## config.mk

```make
export PLATFORM = sky130hd
export DESIGN_NAME = feature_match_decide
export DESIGN_NICKNAME = d
export VERILOG_FILES = /design/src/rtl/feature_match_decide.sv
export SDC_FILE = /design/constraint.sdc
export NUM_CORES = 1
export LEC_CHECK = 0
export CORE_AREA = 4 4 171 338
export CTS_CLUSTER_SIZE = 25
export DETAILED_ROUTE_END_ITERATION = 8
export DIE_AREA = 0 0 175 342
export PLACE_DENSITY = 0.79
export SLEW_MARGIN = 20
export SYNTH_ARGS = -nofsm -noshare
export SYNTH_HDL_FRONTEND = slang
export SYNTH_SLANG_ARGS = --single-unit
```

## constraint.sdc

```tcl
create_clock -name clk -period 4.1 [get_ports clk]
set_input_delay 0.41 -clock clk [delete_from_list [all_inputs] [get_ports clk]]
set_output_delay 0.41 -clock clk [all_outputs]
set_load 0.05 [all_outputs]
```

## src/rtl/feature_match_decide.sv

```systemverilog
// feature_match_decide
//   Accumulates per-model 4-bit diff samples over a frame and then picks the
//   model with the lowest accumulated score.
//
//   Flow: IDLE --frame_start--> ACCUM --frame_end--> SCAN (MODN+1 cycles)
//         --> OUT --match_rdy--> IDLE
//
// Handshake (match_vld/match_rdy): a result transfers on the rising edge where
//   both match_vld and match_rdy are high. match_vld never depends on
//   match_rdy, and once high it stays high with match_idx/match_score stable
//   until that transfer edge.
//
// Ports:
//   clk, rst_n        clock, asynchronous active-low reset
//   frame_start       pulse: start (or restart) a frame, clears accumulators
//   diff_vld/diff_bus per-model diff sample, lane i = diff_bus[i*4 +: 4]
//   frame_end         pulse: last sample of the frame (sample still counted)
//   match_rdy         downstream accepts the result
//   match_vld         result valid (OUT state)
//   match_idx         index of the lowest-score model (lowest index on ties)
//   match_score       accumulated score of that model
//   busy              high in every state except IDLE
//   state_dbg         current FSM state (0 IDLE, 1 ACCUM, 2 SCAN, 3 OUT)
//
// Optional feature, macro FEATURE_MATCH_THRESH_EN:
//   match_thresh      input, scores above it are rejected
//   no_match          output, set when the best score exceeds match_thresh;
//                     match_idx is then forced to all ones
module feature_match_decide #(
    parameter int MODN = 30,
    parameter int ACCW = 12,
    localparam int IDXW = (MODN > 1) ? $clog2(MODN) : 1
) (
    input  logic              clk,
    input  logic              rst_n,
    input  logic              frame_start,
    input  logic              diff_vld,
    input  logic [MODN*4-1:0] diff_bus,
    input  logic              frame_end,
    input  logic              match_rdy,
    output logic              match_vld,
    output logic [IDXW-1:0]   match_idx,
    output logic [ACCW-1:0]   match_score,
    output logic              busy,
    output logic [1:0]        state_dbg
`ifdef FEATURE_MATCH_THRESH_EN
    ,
    input  logic [ACCW-1:0]   match_thresh,
    output logic              no_match
`endif
);

    // The scan index runs 0..MODN: values below MODN examine one accumulator,
    // the final value MODN is the decision cycle that loads the outputs.
    localparam int KW = $clog2(MODN + 1);
    localparam logic [KW-1:0] K_LAST = KW'(MODN);

    typedef enum logic [1:0] {
        IDLE  = 2'd0,
        ACCUM = 2'd1,
        SCAN  = 2'd2,
        OUT   = 2'd3
    } state_t;

    state_t state_q, state_d;

    logic [ACCW-1:0] acc [MODN];
    logic [KW-1:0]   k;
    logic [IDXW-1:0] k_idx;
    logic [ACCW-1:0] cur_acc;
    logic [ACCW-1:0] min_score;
    logic [IDXW-1:0] min_idx;

    function automatic logic [ACCW-1:0] sat_add(input logic [ACCW-1:0] a,
                                                input logic [3:0]      d);
        logic [ACCW:0] sum;
        sum = {1'b0, a} + {{(ACCW-3){1'b0}}, d};
        if (sum[ACCW]) begin
            return '1;
        end
        return sum[ACCW-1:0];
    endfunction

    // ---------------- FSM ----------------
    always_ff @(posedge clk or negedge rst_n) begin
        if (!rst_n) begin
            state_q <= IDLE;
        end else begin
            state_q <= state_d;
        end
    end

    always_comb begin
        state_d = state_q;
        case (state_q)
            IDLE: begin
                if (frame_start) begin
                    state_d = ACCUM;
                end
            end
            ACCUM: begin
                // A restart takes priority over a coincident frame_end.
                if (frame_start) begin
                    state_d = ACCUM;
                end else if (frame_end) begin
                    state_d = SCAN;
                end
            end
            SCAN: begin
                if (k == K_LAST) begin
                    state_d = OUT;
                end
            end
            OUT: begin
                if (match_rdy) begin
                    state_d = IDLE;
                end
            end
            default: state_d = IDLE;
        endcase
    end

    assign match_vld = (state_q == OUT);
    assign busy      = (state_q != IDLE);
    assign state_dbg = state_q;

    // ---------------- Accumulators ----------------
    always_ff @(posedge clk or negedge rst_n) begin
        if (!rst_n) begin
            for (int i = 0; i < MODN; i++) begin
                acc[i] <= '0;
            end
        end else if (((state_q == IDLE) || (state_q == ACCUM)) && frame_start) begin
            for (int i = 0; i < MODN; i++) begin
                acc[i] <= '0;
            end
        end else if ((state_q == ACCUM) && diff_vld) begin
            for (int i = 0; i < MODN; i++) begin
                acc[i] <= sat_add(acc[i], diff_bus[i*4 +: 4]);
            end
        end
    end

    // ---------------- Scan / running minimum ----------------
    assign k_idx = k[IDXW-1:0];

    always_comb begin
        cur_acc = '0;
        if (k < K_LAST) begin
            cur_acc = acc[k_idx];
        end
    end

    always_ff @(posedge clk or negedge rst_n) begin
        if (!rst_n) begin
            k         <= '0;
            min_score <= '0;
            min_idx   <= '0;
        end else if (state_q == SCAN) begin
            if (k < K_LAST) begin
                // Strict less-than keeps the lowest index on ties.
                if ((k == '0) || (cur_acc < min_score)) begin
                    min_score <= cur_acc;
                    min_idx   <= k_idx;
                end
                k <= k + KW'(1);
            end else begin
                k <= '0;
            end
        end else begin
            k <= '0;
        end
    end

    // ---------------- Result registers (load on entry to OUT) ----------------
    always_ff @(posedge clk or negedge rst_n) begin
        if (!rst_n) begin
            match_idx   <= '0;
            match_score <= '0;
`ifdef FEATURE_MATCH_THRESH_EN
            no_match    <= 1'b0;
`endif
        end else if ((state_q == SCAN) && (k == K_LAST)) begin
            match_score <= min_score;
`ifdef FEATURE_MATCH_THRESH_EN
            if (min_score > match_thresh) begin
                no_match  <= 1'b1;
                match_idx <= '1;
            end else begin
                no_match  <= 1'b0;
                match_idx <= min_idx;
            end
`else
            match_idx   <= min_idx;
`endif
        end
    end

endmodule

```

Word-level counts from Yosys, hierarchy flattened
Cells that the tools add are included.

word-level totals
  bits in registers = 401
  input port bits = 126
  output and inout bits = 21

cells by class
  $add $sub $neg = 31
  order comparisons = 3
  equal/unequal tests = 8
  mux-type cells = 164
  bitwise gates (word level) = 1
  reduce and logical (&&, ||, !) cells = 11

operator list
  kind                   count
  $mux W12               63
  $mux W360              2
  $add A12 B4 Y13        30
  $mux W1                90
  $bmux W12 S5           1
  $lt A12 B12 Y1         1
  $mux W2                5
  $mux W5                2
  $pmux W2 S4            1
  $ge A6 B6 Y1 const B   1
  $not A5 Y6             1
  $add A5 B1 Y5 const B  1
  $eq A5 B5 Y1 const B   1
  $logic_not A5 Y1       1
  $lt A5 B5 Y1 const B   1
  $eq A2 B2 Y1 const B   2
  $ne A2 B2 Y1 const B   2
  $reduce_and A4 Y1      1
  $reduce_bool A2 Y1     2
  $logic_and A1 B1 Y1    3
  $ne A3 B3 Y1 const B   1
  $reduce_and A3 Y1      1
  $eq A2 B1 Y1 const B   1
  $logic_not A2 Y1       1
  other kinds (2)        3

Depth between registers and ports, before layout
  depth after elaboration = 8
  depth in mapped cells = 18
  gate-level depth less buffers = 12

Least setup slack after synthesis
OpenSTA, ideal clock, no wires.

  path kind = reg2reg
  start point = register k[0]
  end point = register min_score[10]
  library setup time = 0.125 ns
  data arrival time = 3.830 ns
  slack = 0.145 ns
  cell stages (with the launch flop) = 16
  cells stage by stage = dfrtp_1 > buf_6 > buf_2 > buf_2 > mux4_2 > mux2i_1 > nand2_1 > and3_1 > ha_1 > nand4_1 > a21oi_1 > nor3_1 > o21ai_2 > a311oi_4 > buf_8 > mux2_4

between the ends
  cells in the longest elaborated chain, start to end = 8
  elaborated cells on any way between the ends = 10

RTL lines
  what                                          RTL line  RTL
  start: declaration                            68        logic [KW-1:0] k;
  start signal: assignment                      166       k <= k + KW'(1);
  $not A5 Y6 (implied by the code)              150       cur_acc = acc[k_idx];
  $bmux W12 S5                                  150
  $mux W12 (implied by the code) (2 in series)  150
  $mux W12 *                                    149       if (k < K_LAST) begin
  via cur_acc[6]                                70        logic [ACCW-1:0] cur_acc;
  $lt A12 B12 Y1 *                              162       if ((k == '0) || (cur_acc < min_score)) begin
  $logic_or A1 B1 Y1 *                          162
  $reduce_and A3 Y1 (no source line) *          -
  end signal: assignment                        163       min_score <= cur_acc;
  end: declaration                              71        logic [ACCW-1:0] min_score;

Mark *: on every way through the listed nets, which the timed path passes. The rest lies on a longest branch. The select of a mux whose other input is x is not followed.
A chain may end at the register's enable or synchronous reset.

Worst setup path in the final report
  start point = register k[0]
  end point = register min_score[7]

The elaborated chain is that of the path after synthesis.

==> impl_metrics.json <==
{
  "critPathMaxStageDelay_ps": 580,
  "ys_types": 60,
  "status": "finished, final reports clean",
  "synth_edf_count": 0,
  "report.final.slew_viol_count": 0,
  "cts.sinks": 401,
  "arrival_ps": 4490,
  "tightest_slew_ps": 835,
  "grt_pass1_wl_um": 137000,
  "port_buffers": 146,
  "cts_tree": "built",
  "grt_use_total": 0.288,
  "drt_pass1_iterations": 6,
  "fillers": 4820,
  "fin_nets": 3291,
  "synth.top_cell.area_share": 0.367,
  "drtIter0Drc": 2392,
  "clock_latency_ps": 580,
  "ant_nets": 0,
  "cp-end-kind": "register",
  "maxCapViolCount": 0,
  "coreArea_um2": 55300,
  "ys_ff_latch": 401,
  "antenna_found_initial": 0,
  "path_cells": "buf_12 -> buf_12 -> mux4_2 -> mux4_2 -> mux2_4 -> ha_1 -> nand3_2 -> o31ai_2 -> a21oi_4 -> o21ai_4 -> a311oi_4 -> clkbuf_16 -> mux2_4",
  "seqCellArea_um2": 10000,
  "path_max_fanout": 13,
  "hold_start": "match_rdy",
  "grt_pass1_vias": 24396,
  "cts_buffers": 38,
  "whs_path_depth": 2,
  "drt-total-wl_um": 88200,
  "design.die.area_um2": 59900,
  "syn-cell-area_um2": 27300,
  "setup_tns_ps": 0,
  "clockBufferDepth": 3,
  "worstSetupPathType": "reg2reg",
  "hold_ws_ps": 462,
  "dp_hpwl_um": 64600,
  "hp-class": "in2reg",
  "drive_above_1_share": 0.107,
  "grt.overflow.total": 0,
  "htree_levels": 2,
  "fin_total_pwr_mw": 15.3,
  "worstSetupStartpoint": "k[0]$_DFF_PN0_",
  "yosys.area.top_type": "dfrtp_1",
  "syn_nets": 3191,
  "area_delta_synth_final_pct": 15.2,
  "gp_congestion": 0.975,
  "r2r-start": "k[0]$_DFF_PN0_",
  "p_per_area_nw_per_um2": 485,
  "avgViaCountPerCell": 6.45,
  "reg2regPathDepth": 13,
  "drc": 0,
  "regToRegEndpoint": "min_score[7]$_DFFE_PN0P_",
  "peakVddDrop_mv": 0.584,
  "yosys_warnings": 0,
  "avgSynthCellArea_um2": 9.43,
  "row_count": 122,
  "multiInputGateArea_um2": 15800,
  "wire_per_inst_um": 23.4,
  "fmax_mhz": 247,
  "relSlewSlack": 0.443,
  "p_leak_nw": 14.0,
  "setup_violations": 0,
  "grt_max_degree": 165,
  "ys_top_cells_by_count": "dfrtp_1 (401), o21ai_0 (334), a21oi_1 (277)",
  "cts_root_buffer": "clkbuf_16",
  "pin_count": 147,
  "floorplan.initialDensity": 0.495,
  "die_w_um": 175,
  "yosysMostFrequentCell": "dfrtp_1",
  "cp.required_ps": 4540,
  "worst-r2r-setup-slack_ps": 50,
  "crit_path_top_delay_cell": "mux4_2",
  "dieHeight_um": 342,
  "fin_crit_sh": 0.988,
  "fin_worst_skew_ps": 32.9,
  "num_vias": 24325,
  "clk_pin_slew_ps": 70,
  "synth.area.top_cells": "dfrtp_1 (37%), mux4_2 (6.8%), ha_1 (6.1%)",
  "startpoint_type": "register",
  "syn_inst": 2901,
  "hold_violations": 0,
  "yosysSeqAreaShare": 0.367,
  "async_flop_share": 1.00,
  "finalCriticalPeriod_ps": 4050,
  "ys.flop_type": "dfrtp_1"
}
sequential cells by signal, indices dropped and copies added (netlist names), named ones only:
register     flops
acc            360
k                5
match_idx        5
match_score     12
min_idx          5
min_score       12
state_dbg        1
worst max-delay path, delay by kind of cell, from the launching register on:
family | cells | cell delay [ps]
muxes | 4 | 1640
AOI/OAI and AO/OA | 4 | 840
buffers and inverters | 3 | 530
DFF | 1 | 490
adders and majority gates | 1 | 310
and+or+nand+nor | 1 | 100
cells by family (layout without fill, tap and decap cells):
family | count (synthesis) | after routing | share of synthesized area
xor+xnor | 63 | 63 | 0.0202
flops | 401 | 401 | 0.367
buf+inv | 406 | 532 | 0.0585
mux | 161 | 161 | 0.0995
other cells | 0 | 1 | 0
simple gates | 564 | 564 | 0.103
compound gates | 1142 | 1142 | 0.268
fa+ha+maj | 164 | 164 | 0.0833
worst max-delay path by stage:
| stage | to | slack, ps | cells after the start |
|---|---|---|---|
| 2_1_floorplan | min_score[10]$_DFFE_PN0P_ | 140 | 15 |
| 3_3_place_gp | min_idx[0]$_DFFE_PN0P_ | -10 | 12 |
| 3_5_place_dp | min_idx[1]$_DFFE_PN0P_ | 4 | 12 |
| 4_1_cts | min_idx[1]$_DFFE_PN0P_ | 50 | 15 |
| 5_1_grt | min_score[7]$_DFFE_PN0P_ | -30 | 16 |
| 6_report | min_score[7]$_DFFE_PN0P_ | 50 | 13 |
routing by layer:
| layer | GRT usage | vias up | wire length, µm |
|---|---|---|---|
| met1 | 0.313 | 12017 | 30600 |
| met3 | 0.0346 | 318 | 4680 |
| li1 | - | 10891 | - |
| met5 | 0 | - | 0 |
| met4 | 0.212 | 0 | 8120 |
| met2 | 0.511 | 1099 | 44800 |
power breakdown:
part           internal (mW)  leakage, nW  total (mW)  switching [mW]
registers               4.45         5.55        5.28           0.823
clock network           2.25        0.644        3.91            1.67
logic                   2.67         7.79        6.07            3.40
layout make-up:
type,instances,area share
multi-input combinational,2094,0.503
sequential,401,0.319
tap,744,0.0296
clock inverter,11,0.00588
timing repair buffer,236,0.0794
antenna,1,0.0000795
inverter,230,0.0274
clock buffer,55,0.0362
timing repair:
| item | CTS | global route |
|---|---|---|
| cloned | 0 | 2 |
| endpoints found under the hold margin | 95 | 0 |
| setup endpoints to repair | 4 | 16 |
| resized for setup | 0 | 27 |
| hold buffers | 1 | 0 |
| pin swaps | 0 | 6 |
| setup buffers | 2 | 5 |
placed cells by master, fill, tap and decap left out, types with 43 or more instances in the layout:
cell             netlist  routed
nand2_1              191     191
o21ai_0              334     329
nand3_1               65      63
dfrtp_1              401     398
clkdlybuf4s50_1        0     145
nor2b_1               66      66
buf_4                  6      61
a22o_1                75      75
inv_1                229     229
nand4_1               63      63
clkbuf_16              0      43
nor2_1                50      48
ha_1                 134     133
mux4_2                82      82
a21o_1               192     192
a21oi_1              277     274
metrics by stage:
stage	cell area, µm²	utilization	worst slack, ps	cells
finish	31500	0.570	49.7	3772
global route	31500	0.570	-25.5	3771
CTS	31300	0.566	47.8	3764
detailed placement	29900	0.541	3.76	3695
global placement	29900	0.541	-9.98	3694
floorplan	27300	-	145	2901
Power figures use the tool's default switching activity.
